### src/rtl/lsu_ctrl_if.sv
// lsu_ctrl_if: core request/response and data-memory handshake bundle for the LSU.
interface lsu_ctrl_if;
    logic        req_valid;
    logic        req_ready;
    logic        req_we;
    logic [1:0]  req_size;
    logic        req_unsigned;
    logic [31:0] req_addr;
    logic [31:0] req_wdata;
    logic        rsp_valid;
    logic [1:0]  rsp_err;
    logic [31:0] rsp_rdata;
    logic        mem_req;
    logic        mem_we;
    logic [31:0] mem_addr;
    logic [3:0]  mem_be;
    logic [31:0] mem_wdata;
    logic        mem_gnt;
    logic        mem_rvalid;
    logic [31:0] mem_rdata;
    modport slave (
        input  req_valid, req_we, req_size, req_unsigned, req_addr, req_wdata,
        input  mem_gnt, mem_rvalid, mem_rdata,
        output req_ready, rsp_valid, rsp_err, rsp_rdata,
        output mem_req, mem_we, mem_addr, mem_be, mem_wdata
    );
    modport master (
        output req_valid, req_we, req_size, req_unsigned, req_addr, req_wdata,
        output mem_gnt, mem_rvalid, mem_rdata,
        input  req_ready, rsp_valid, rsp_err, rsp_rdata,
        input  mem_req, mem_we, mem_addr, mem_be, mem_wdata
    );
endinterface

### src/rtl/lsu_ctrl.sv
// lsu_ctrl: load/store unit with lane steering, load extension, misalignment and timeout errors.
module lsu_ctrl #(
    parameter int TIMEOUT_CYCLES = 16,
    parameter int CNT_W          = 5
) (
    input logic       clk,
    input logic       srst,
    lsu_ctrl_if.slave bus
);
    typedef enum logic [1:0] {IDLE, REQ, WAIT, RESP} state_t;
    state_t           r_state;
    logic             r_we;
    logic             r_uns;
    logic [1:0]       r_size;
    logic [1:0]       r_off;
    logic [CNT_W-1:0] r_cnt;
    logic             w_mis;
    logic             w_exp;
    logic [3:0]       w_be;
    logic [31:0]      w_wdata;
    logic [31:0]      w_sh;
    logic [31:0]      w_ld;
    assign bus.req_ready = (r_state == IDLE);
    assign w_mis = (bus.req_size == 2'b11) ||
                   (bus.req_size == 2'b10 && bus.req_addr[1:0] != 2'b00) ||
                   (bus.req_size == 2'b01 && bus.req_addr[0]);
    assign w_be = bus.req_size == 2'b00 ? 4'b0001 << bus.req_addr[1:0] :
                  bus.req_size == 2'b01 ? 4'b0011 << bus.req_addr[1:0] : 4'b1111;
    assign w_wdata = bus.req_size == 2'b00 ? {4{bus.req_wdata[7:0]}} :
                     bus.req_size == 2'b01 ? {2{bus.req_wdata[15:0]}} : bus.req_wdata;
    assign w_sh = bus.mem_rdata >> {r_off, 3'b000};
    assign w_ld = r_size == 2'b00 ? {{24{~r_uns & w_sh[7]}}, w_sh[7:0]} :
                  r_size == 2'b01 ? {{16{~r_uns & w_sh[15]}}, w_sh[15:0]} : w_sh;
    assign w_exp = (r_cnt == CNT_W'(TIMEOUT_CYCLES - 1));
    // A grant or rvalid in the expiry cycle takes priority over the timeout.
    always_ff @(posedge clk or negedge srst) begin
        if (!srst) begin
            r_state       <= IDLE;
            r_we          <= 1'b0;
            r_uns         <= 1'b0;
            r_size        <= 2'b00;
            r_off         <= 2'b00;
            r_cnt         <= '0;
            bus.rsp_valid <= 1'b0;
            bus.rsp_err   <= 2'b00;
            bus.rsp_rdata <= '0;
            bus.mem_req   <= 1'b0;
            bus.mem_we    <= 1'b0;
            bus.mem_addr  <= '0;
            bus.mem_be    <= '0;
            bus.mem_wdata <= '0;
        end else begin
            case (r_state)
                IDLE: if (bus.req_valid) begin
                    r_we   <= bus.req_we;
                    r_uns  <= bus.req_unsigned;
                    r_size <= bus.req_size;
                    r_off  <= bus.req_addr[1:0];
                    r_cnt  <= '0;
                    if (w_mis) begin
                        r_state       <= RESP;
                        bus.rsp_valid <= 1'b1;
                        bus.rsp_err   <= 2'b01;
                        bus.rsp_rdata <= '0;
                    end else begin
                        r_state       <= REQ;
                        bus.mem_req   <= 1'b1;
                        bus.mem_we    <= bus.req_we;
                        bus.mem_addr  <= {bus.req_addr[31:2], 2'b00};
                        bus.mem_be    <= w_be;
                        bus.mem_wdata <= w_wdata;
                    end
                end
                REQ: begin
                    r_cnt <= r_cnt + CNT_W'(1);
                    if (bus.mem_gnt) begin
                        bus.mem_req <= 1'b0;
                        r_state     <= r_we ? RESP : WAIT;
                        if (r_we) begin
                            bus.rsp_valid <= 1'b1;
                            bus.rsp_err   <= 2'b00;
                            bus.rsp_rdata <= '0;
                        end
                    end else if (w_exp) begin
                        bus.mem_req   <= 1'b0;
                        r_state       <= RESP;
                        bus.rsp_valid <= 1'b1;
                        bus.rsp_err   <= 2'b10;
                        bus.rsp_rdata <= '0;
                    end
                end
                WAIT: begin
                    r_cnt <= r_cnt + CNT_W'(1);
                    if (bus.mem_rvalid || w_exp) begin
                        r_state       <= RESP;
                        bus.rsp_valid <= 1'b1;
                        bus.rsp_err   <= bus.mem_rvalid ? 2'b00 : 2'b10;
                        bus.rsp_rdata <= bus.mem_rvalid ? w_ld : 32'd0;
                    end
                end
                default: begin
                    bus.rsp_valid <= 1'b0;
                    r_state       <= IDLE;
                end
            endcase
        end
    end
endmodule

### src/flat_wrapper.sv
// flat-port wrapper written by rule: the top's interface ports become plain ports
module lsu_ctrl_flat 
#(
    parameter int TIMEOUT_CYCLES = 16,
    parameter int CNT_W          = 5
)
  (clk, srst, bus_req_valid, bus_req_we, bus_req_size, bus_req_unsigned, bus_req_addr, bus_req_wdata, bus_mem_gnt, bus_mem_rvalid, bus_mem_rdata, bus_req_ready, bus_rsp_valid, bus_rsp_err, bus_rsp_rdata, bus_mem_req, bus_mem_we, bus_mem_addr, bus_mem_be, bus_mem_wdata);
  lsu_ctrl_if bus_i ();
  input logic clk;
  input logic srst;
  input wire logic [$bits(bus_i.req_valid)-1:0] bus_req_valid;
  input wire logic [$bits(bus_i.req_we)-1:0] bus_req_we;
  input wire logic [$bits(bus_i.req_size)-1:0] bus_req_size;
  input wire logic [$bits(bus_i.req_unsigned)-1:0] bus_req_unsigned;
  input wire logic [$bits(bus_i.req_addr)-1:0] bus_req_addr;
  input wire logic [$bits(bus_i.req_wdata)-1:0] bus_req_wdata;
  input wire logic [$bits(bus_i.mem_gnt)-1:0] bus_mem_gnt;
  input wire logic [$bits(bus_i.mem_rvalid)-1:0] bus_mem_rvalid;
  input wire logic [$bits(bus_i.mem_rdata)-1:0] bus_mem_rdata;
  output wire logic [$bits(bus_i.req_ready)-1:0] bus_req_ready;
  output wire logic [$bits(bus_i.rsp_valid)-1:0] bus_rsp_valid;
  output wire logic [$bits(bus_i.rsp_err)-1:0] bus_rsp_err;
  output wire logic [$bits(bus_i.rsp_rdata)-1:0] bus_rsp_rdata;
  output wire logic [$bits(bus_i.mem_req)-1:0] bus_mem_req;
  output wire logic [$bits(bus_i.mem_we)-1:0] bus_mem_we;
  output wire logic [$bits(bus_i.mem_addr)-1:0] bus_mem_addr;
  output wire logic [$bits(bus_i.mem_be)-1:0] bus_mem_be;
  output wire logic [$bits(bus_i.mem_wdata)-1:0] bus_mem_wdata;
  assign bus_i.req_valid = bus_req_valid;
  assign bus_i.req_we = bus_req_we;
  assign bus_i.req_size = bus_req_size;
  assign bus_i.req_unsigned = bus_req_unsigned;
  assign bus_i.req_addr = bus_req_addr;
  assign bus_i.req_wdata = bus_req_wdata;
  assign bus_i.mem_gnt = bus_mem_gnt;
  assign bus_i.mem_rvalid = bus_mem_rvalid;
  assign bus_i.mem_rdata = bus_mem_rdata;
  assign bus_req_ready = bus_i.req_ready;
  assign bus_rsp_valid = bus_i.rsp_valid;
  assign bus_rsp_err = bus_i.rsp_err;
  assign bus_rsp_rdata = bus_i.rsp_rdata;
  assign bus_mem_req = bus_i.mem_req;
  assign bus_mem_we = bus_i.mem_we;
  assign bus_mem_addr = bus_i.mem_addr;
  assign bus_mem_be = bus_i.mem_be;
  assign bus_mem_wdata = bus_i.mem_wdata;
  lsu_ctrl #(.TIMEOUT_CYCLES(TIMEOUT_CYCLES), .CNT_W(CNT_W)) u_core (.clk(clk), .srst(srst), .bus(bus_i));
endmodule
### config.mk
export PLATFORM = sky130hd
export DESIGN_NAME = lsu_ctrl_flat
export DESIGN_NICKNAME = d
export VERILOG_FILES = /design/src/rtl/lsu_ctrl_if.sv /design/src/rtl/lsu_ctrl.sv /design/src/flat_wrapper.sv
export SDC_FILE = /design/constraint.sdc
export NUM_CORES = 1
export LEC_CHECK = 0
export BUFFER_PORTS_ARGS = -buffer_cell sky130_fd_sc_hd__buf_2
export CORE_MARGIN = 5
export CORE_UTILIZATION = 54
export CTS_CLUSTER_DIAMETER = 100
export CTS_CLUSTER_SIZE = 20
export DETAILED_ROUTE_END_ITERATION = 10
export GPL_TIMING_DRIVEN = 0
export PLACE_DENSITY = 0.86
export SETUP_SLACK_MARGIN = 0.5
export SYNTH_ARGS = -nofsm -noshare
export SYNTH_HDL_FRONTEND = slang
export SYNTH_SLANG_ARGS = --single-unit
export TNS_END_PERCENT = 5
### constraint.sdc
create_clock -name clk -period 5.1 [get_ports clk]
set_input_delay 1.02 -clock clk [delete_from_list [all_inputs] [get_ports clk]]
set_output_delay 1.02 -clock clk [all_outputs]
set_load 0.005 [all_outputs]
### Word level (Yosys, flattened, before mapping)

Cells that the tools add are included.
Widths: inputs -> output; s select.

* add/sub/neg operators: 1
* equality and inequality tests: 13
* shift-type cells: 3
* muxes and demuxes: 43
* bitwise gates (word level): 4
* reduce and logical (&&, ||, !) cells: 20

Operator list (number)
* $mux 32: 11
* $pmux 32 s3: 1
* $shr 32x5->32: 1
* $mux 2: 12
* $pmux 2 s3: 2
* $mux 1: 11
* $pmux 5 s2: 1
* $mux 4: 2
* $eq 2x1->1 const B: 3
* $eq 2x2->1 const B: 3
* $logic_not 2->1: 3
* $ne 3x2->1 const B: 2
* $reduce_and 3->1: 2
* $reduce_and 6->1: 1
* $reduce_bool 2->1: 3
* $add 5x1->5 const B: 1
* $eq 5x4->1 const B: 1
* $mux 5: 1
* $reduce_and 5->1: 1
* $ne 2x1->1 const B: 2
* $ne 2x2->1 const B: 2
* $reduce_and 2->1: 2
* $reduce_and 4->1: 1
* $shl 1x2->4 const A: 1
* 9 further kinds: 14

* register bits after elaboration: 116
* input port bits: 105
* output and inout bits: 106
* word-level logic and storage cells: 98

### Longest topological paths before layout

* depth after elaboration: 7
* depth in mapped cells: 10
* mapped depth without buffers: 6

### Worst setup path before layout

Ideal clock, no wire load.

* kind: input-to-reg
* start point: in bus_req_addr[0]
* end point: reg u_core.bus.rsp_rdata[15]
* setup time: 0.125 ns
* arrival: 2.539 ns
* data required time: 4.975 ns
* path slack: 2.436 ns
* stages: 8
* buffers on the path: 2
* cells stage by stage: inv_1 > ha_1 > nor2b_2 > o31ai_4 > and3_1 > buf_6 > buf_6 > mux2_2

* cells in the longest elaborated chain, start to end: 6
* elaborated cells between the ends (all ways): 7
* classes of those cells: eq/ne (1); reduce/logical (6)

RTL lines
* start, declared: RTL line flat_wrapper.sv:15 `input wire logic [$bits(bus_i.req_addr)-1:0] bus_req_addr;`
* $reduce_bool 2->1: RTL line lsu_ctrl.sv:25 `(bus.req_size == 2'b10 && bus.req_addr[1:0] != 2'b00) ||`
* $logic_and 1x1->1: RTL line lsu_ctrl.sv:25
* $logic_or 1x1->1: RTL line lsu_ctrl.sv:24 `assign w_mis = (bus.req_size == 2'b11) ||`
* $logic_or 1x1->1 *: RTL line lsu_ctrl.sv:25
* $ne 2x1->1 (no source line) *
* $reduce_and 6->1 (no source line) *
* end signal, assigned: RTL line lsu_ctrl.sv:98 `bus.rsp_rdata <= bus.mem_rvalid ? w_ld : 32'd0;`
* end, declared: RTL line lsu_ctrl_if.sv:24 `output req_ready, rsp_valid, rsp_err, rsp_rdata,`

Mark *: on every way between the ends. The rest lies on a longest branch, timed or not.
A chain may end at the register's enable or synchronous reset.

### Final worst setup path

* start point: in bus_req_addr[0]
* end point: reg u_core.bus.mem_addr[20]

* cells in the longest elaborated chain, start to end: 6
* elaborated cells between the ends (all ways): 7
* classes of those cells: bitwise (1); reduce/logical (6)

RTL lines
* $reduce_bool 2->1: RTL line lsu_ctrl.sv:25
* $logic_and 1x1->1: RTL line lsu_ctrl.sv:25
* $logic_or 1x1->1: RTL line lsu_ctrl.sv:24
* $logic_or 1x1->1 *: RTL line lsu_ctrl.sv:25
* $not 1->1 (no source line) *
* $reduce_and 3->1 (no source line) *
* end signal, assigned: RTL line lsu_ctrl.sv:69 `bus.mem_addr <= {bus.req_addr[31:2], 2'b00};`
* end, declared: RTL line lsu_ctrl_if.sv:25 `output mem_req, mem_we, mem_addr, mem_be, mem_wdata`

Marks and branches as above.

==> flow_summary.ini <==
[layout]
nNetsFinal = 854
diodes = 0
seqCellArea_um2 = 2900
postLayoutCellArea_um2 = 7650
multi_input_comb_area_um2 = 2640
final.fill_count = 743
areaGrowthSynthToFinish_pct = 31.7
finish.utilization = 0.734
post_route_cells_drive_above_1_share = 0.457

[sta]
worst_tran_pin_value_ps = 977
final-setup-viol-count = 0
timing.final.ws_setup_ps = 2470
maxClockFrequency_ghz = 0.380
rsz0062_at_grt = no
timing_hold_violations_final = 0
slew_violations = 0
final.min_clock_period_ps = 2630
slew_headroom = 0.346
min_period_over_period = 0.517
setup_tns_ps = 0
finalClockSkew_ps = 11.0

[setup_path]
worst_ep_required_time_ps = 5500
timing_worst_setup_path_type = in2reg
startpoint_type = primary input
worst_ep_arrival_time_ps = 3030
worst-path-max-fanout = 10
critical_path.endpoint_type = flop

[grt]
antenna_found_initial = 0
first_global_vias = 5487
grt_remaining_overflow = 0
grt_first_pass_wirelength_mm = 27.5
grt_util_all_layers = 0.269
pin_count_of_the_biggest_net_entering_global_routing = 72

[cts]
numClockSinks = 116
ctsHoldBuffers = 0
buffers_from_clock_root_to_sink_at_most = 2
htreeDepth = 4
clock-root-buffer = clkbuf_8
cts_post_setup_buffers_inserted = 0
cts-buffers-inserted = 17
post_cts.resized_instances = 0
clkSlewWorstSetupHoldPaths_ps = 60
tritoncts = yes
clock_latency_ps = 520

[logic_synthesis]
syn_area_per_cell_um2 = 11.4
synthesis.instances = 510
yosys.cell_count.top_type = dfrtp_1
most_area_hungry_cell_type_in_the_yosys_netlist = dfrtp_1
synth_cell_type_count = 43
synth_seq_area_share = 0.500
syn-cell-area_um2 = 5810
synth.ff_latch_count = 116
synth_enable_flop_cells = 0
ys_top_cells_by_area = dfrtp_1, mux2_2, mux2i_1, a31oi_1, nand2_1
post-synth-top-area-fraction = 0.500
synth.cells.most_frequent = dfrtp_1, mux2_2, nand2_1, o21ai_0, mux2i_1
synth_top_flop_cell = dfrtp_1
ys.warnings.count = 0
async_flop_share = 1.00

[pwr]
design_power_total_mw = 4.85
vdd_ir_drop_max_mv = 0.329
power.density_cell_area_nw_per_um2 = 634
p_leak_nw = 3.85

[drt]
drt-pass1-iter-count = 5
vias = 5048
drc_errors = 0
vias_per_cell = 5.69
routedWlPerCell_um = 19.4
detail_route.iter0.violations = 444
routed_wl_mm = 17.2
ant_nets = 0

[die]
fp.dieArea_um2 = 12900
start_util = 0.557
rows = 37
core_region_area_um2 = 10400
io_pins = 211
die_width_um = 114
floorplan_die_height_um = 114

[run]
max_cap_violations = 0

[place]
detailed_place.area_um2 = 7050
port_buffers = 207
worst_setup_slack_before_clock_tree_synthesis_ps = 1960
estimated_wirelength_of_the_detail_placed_design_mm = 12.8
gpl_wtd_cong = 0.846

[worst_hold_path]
hold_path.class = reg2reg

[outcome]
status = finished clean
==> sequential cells by signal, indices dropped and copies added, names as in the netlist, 4 cells and up <==
register,count
u_core.bus.mem_addr,30
u_core.bus.mem_be,4
u_core.bus.mem_wdata,32
u_core.bus.rsp_rdata,32
u_core.r_cnt,5
==> cells in the final DEF (no fill, tap or decap), types with 2 or more instances in the layout <==
cell type	count
dfrtp_1	116
nor2b_1	6
bufinv_16	3
inv_1	11
nand2b_1	8
clkinv_2	4
nor2_1	22
a22o_1	3
clkbuf_8	5
mux2_2	66
o21ai_0	38
a211oi_1	9
o21bai_1	2
buf_1	2
buf_4	4
nand4_1	2
clkbuf_16	16
a21o_1	3
buf_2	218
a21oi_1	10
nand3b_1	2
clkbuf_1	14
clkinvlp_4	2
nor3b_1	2
nor3_1	8
conb_1	2
mux2i_1	36
nand2_1	53
and3_1	2
mux2_4	10
a31oi_1	32
buf_6	7
a221oi_1	7
ha_1	11
==> cell type report <==
type	instances	share of cell area
Sequential cell	116	0.380
Multi-Input combinational cell	347	0.345
Timing Repair Buffer	208	0.139
Clock buffer	23	0.0623
Buffer	37	0.0299
Tap cell	136	0.0223
Clock inverter	9	0.0164
Inverter	11	0.00540
==> report_power, final <==
group / total [mW] / switching (mW) / internal (mW) / leakage (nW)
sequential: 1.64 / 0.264 / 1.37 / 1.44
clock: 1.20 / 0.408 / 0.792 / 0.294
combinational: 2.01 / 1.01 / 1.00 / 2.11
==> worst max-delay path, cell delays in order <==
cell and delay [ps]:
buf_2 120, inv_1 80, ha_1 220, nor2b_2 190, o21bai_1 410, buf_2 410, buf_6 210, mux2_2 350
==> logic make-up after synthesis <==
| family | after synthesis | synth area share |
|---|---|---|
| other cells | 1 | 0.000646 |
| buf+inv | 48 | 0.0466 |
| fa+ha+maj | 11 | 0.0237 |
| flops | 116 | 0.500 |
| simple gates | 111 | 0.0877 |
| compound gates | 110 | 0.122 |
| mux | 113 | 0.220 |
==> path summary, 6_finish.rpt <==
kind                                             startpoint                                  end  slack [ps]  cells after the start
setup / recovery                            bus_req_addr[0]  u_core.bus.mem_addr[20]$_DFFE_PN0P_        2470                      8
hold / removal             u_core.bus.rsp_valid$_DFFE_PN0P_     u_core.bus.rsp_valid$_DFFE_PN0P_         480                      1
setup reg to reg              u_core.r_state[0]$_DFFE_PN0P_  u_core.bus.mem_addr[20]$_DFFE_PN0P_        2700                      7
hold reg to reg            u_core.bus.rsp_valid$_DFFE_PN0P_     u_core.bus.rsp_valid$_DFFE_PN0P_         480                      1
max in group asynchronous                              srst  u_core.bus.mem_addr[17]$_DFFE_PN0P_        3810                      2
min in group asynchronous                              srst          u_core.r_cnt[2]$_DFFE_PN0P_         530                      1
==> layer usage <==
layer	vias up	track usage	wire length, um
li1	2279	-	-
met2	301	0.461	8590
met3	35	0.110	2060
met1	2433	0.308	6240
met5	-	0	0
met4	0	0.0849	332
==> through the flow <==
stage | hold slack [ps] | cells
2_1_floorplan | 450 | 511
3_3_place_gp | 461 | 854
3_5_place_dp | 470 | 855
4_1_cts | 486 | 887
5_1_grt | 509 | 887
6_report | 482 | 887
Note: power is estimated with default switching activity, not from simulation.
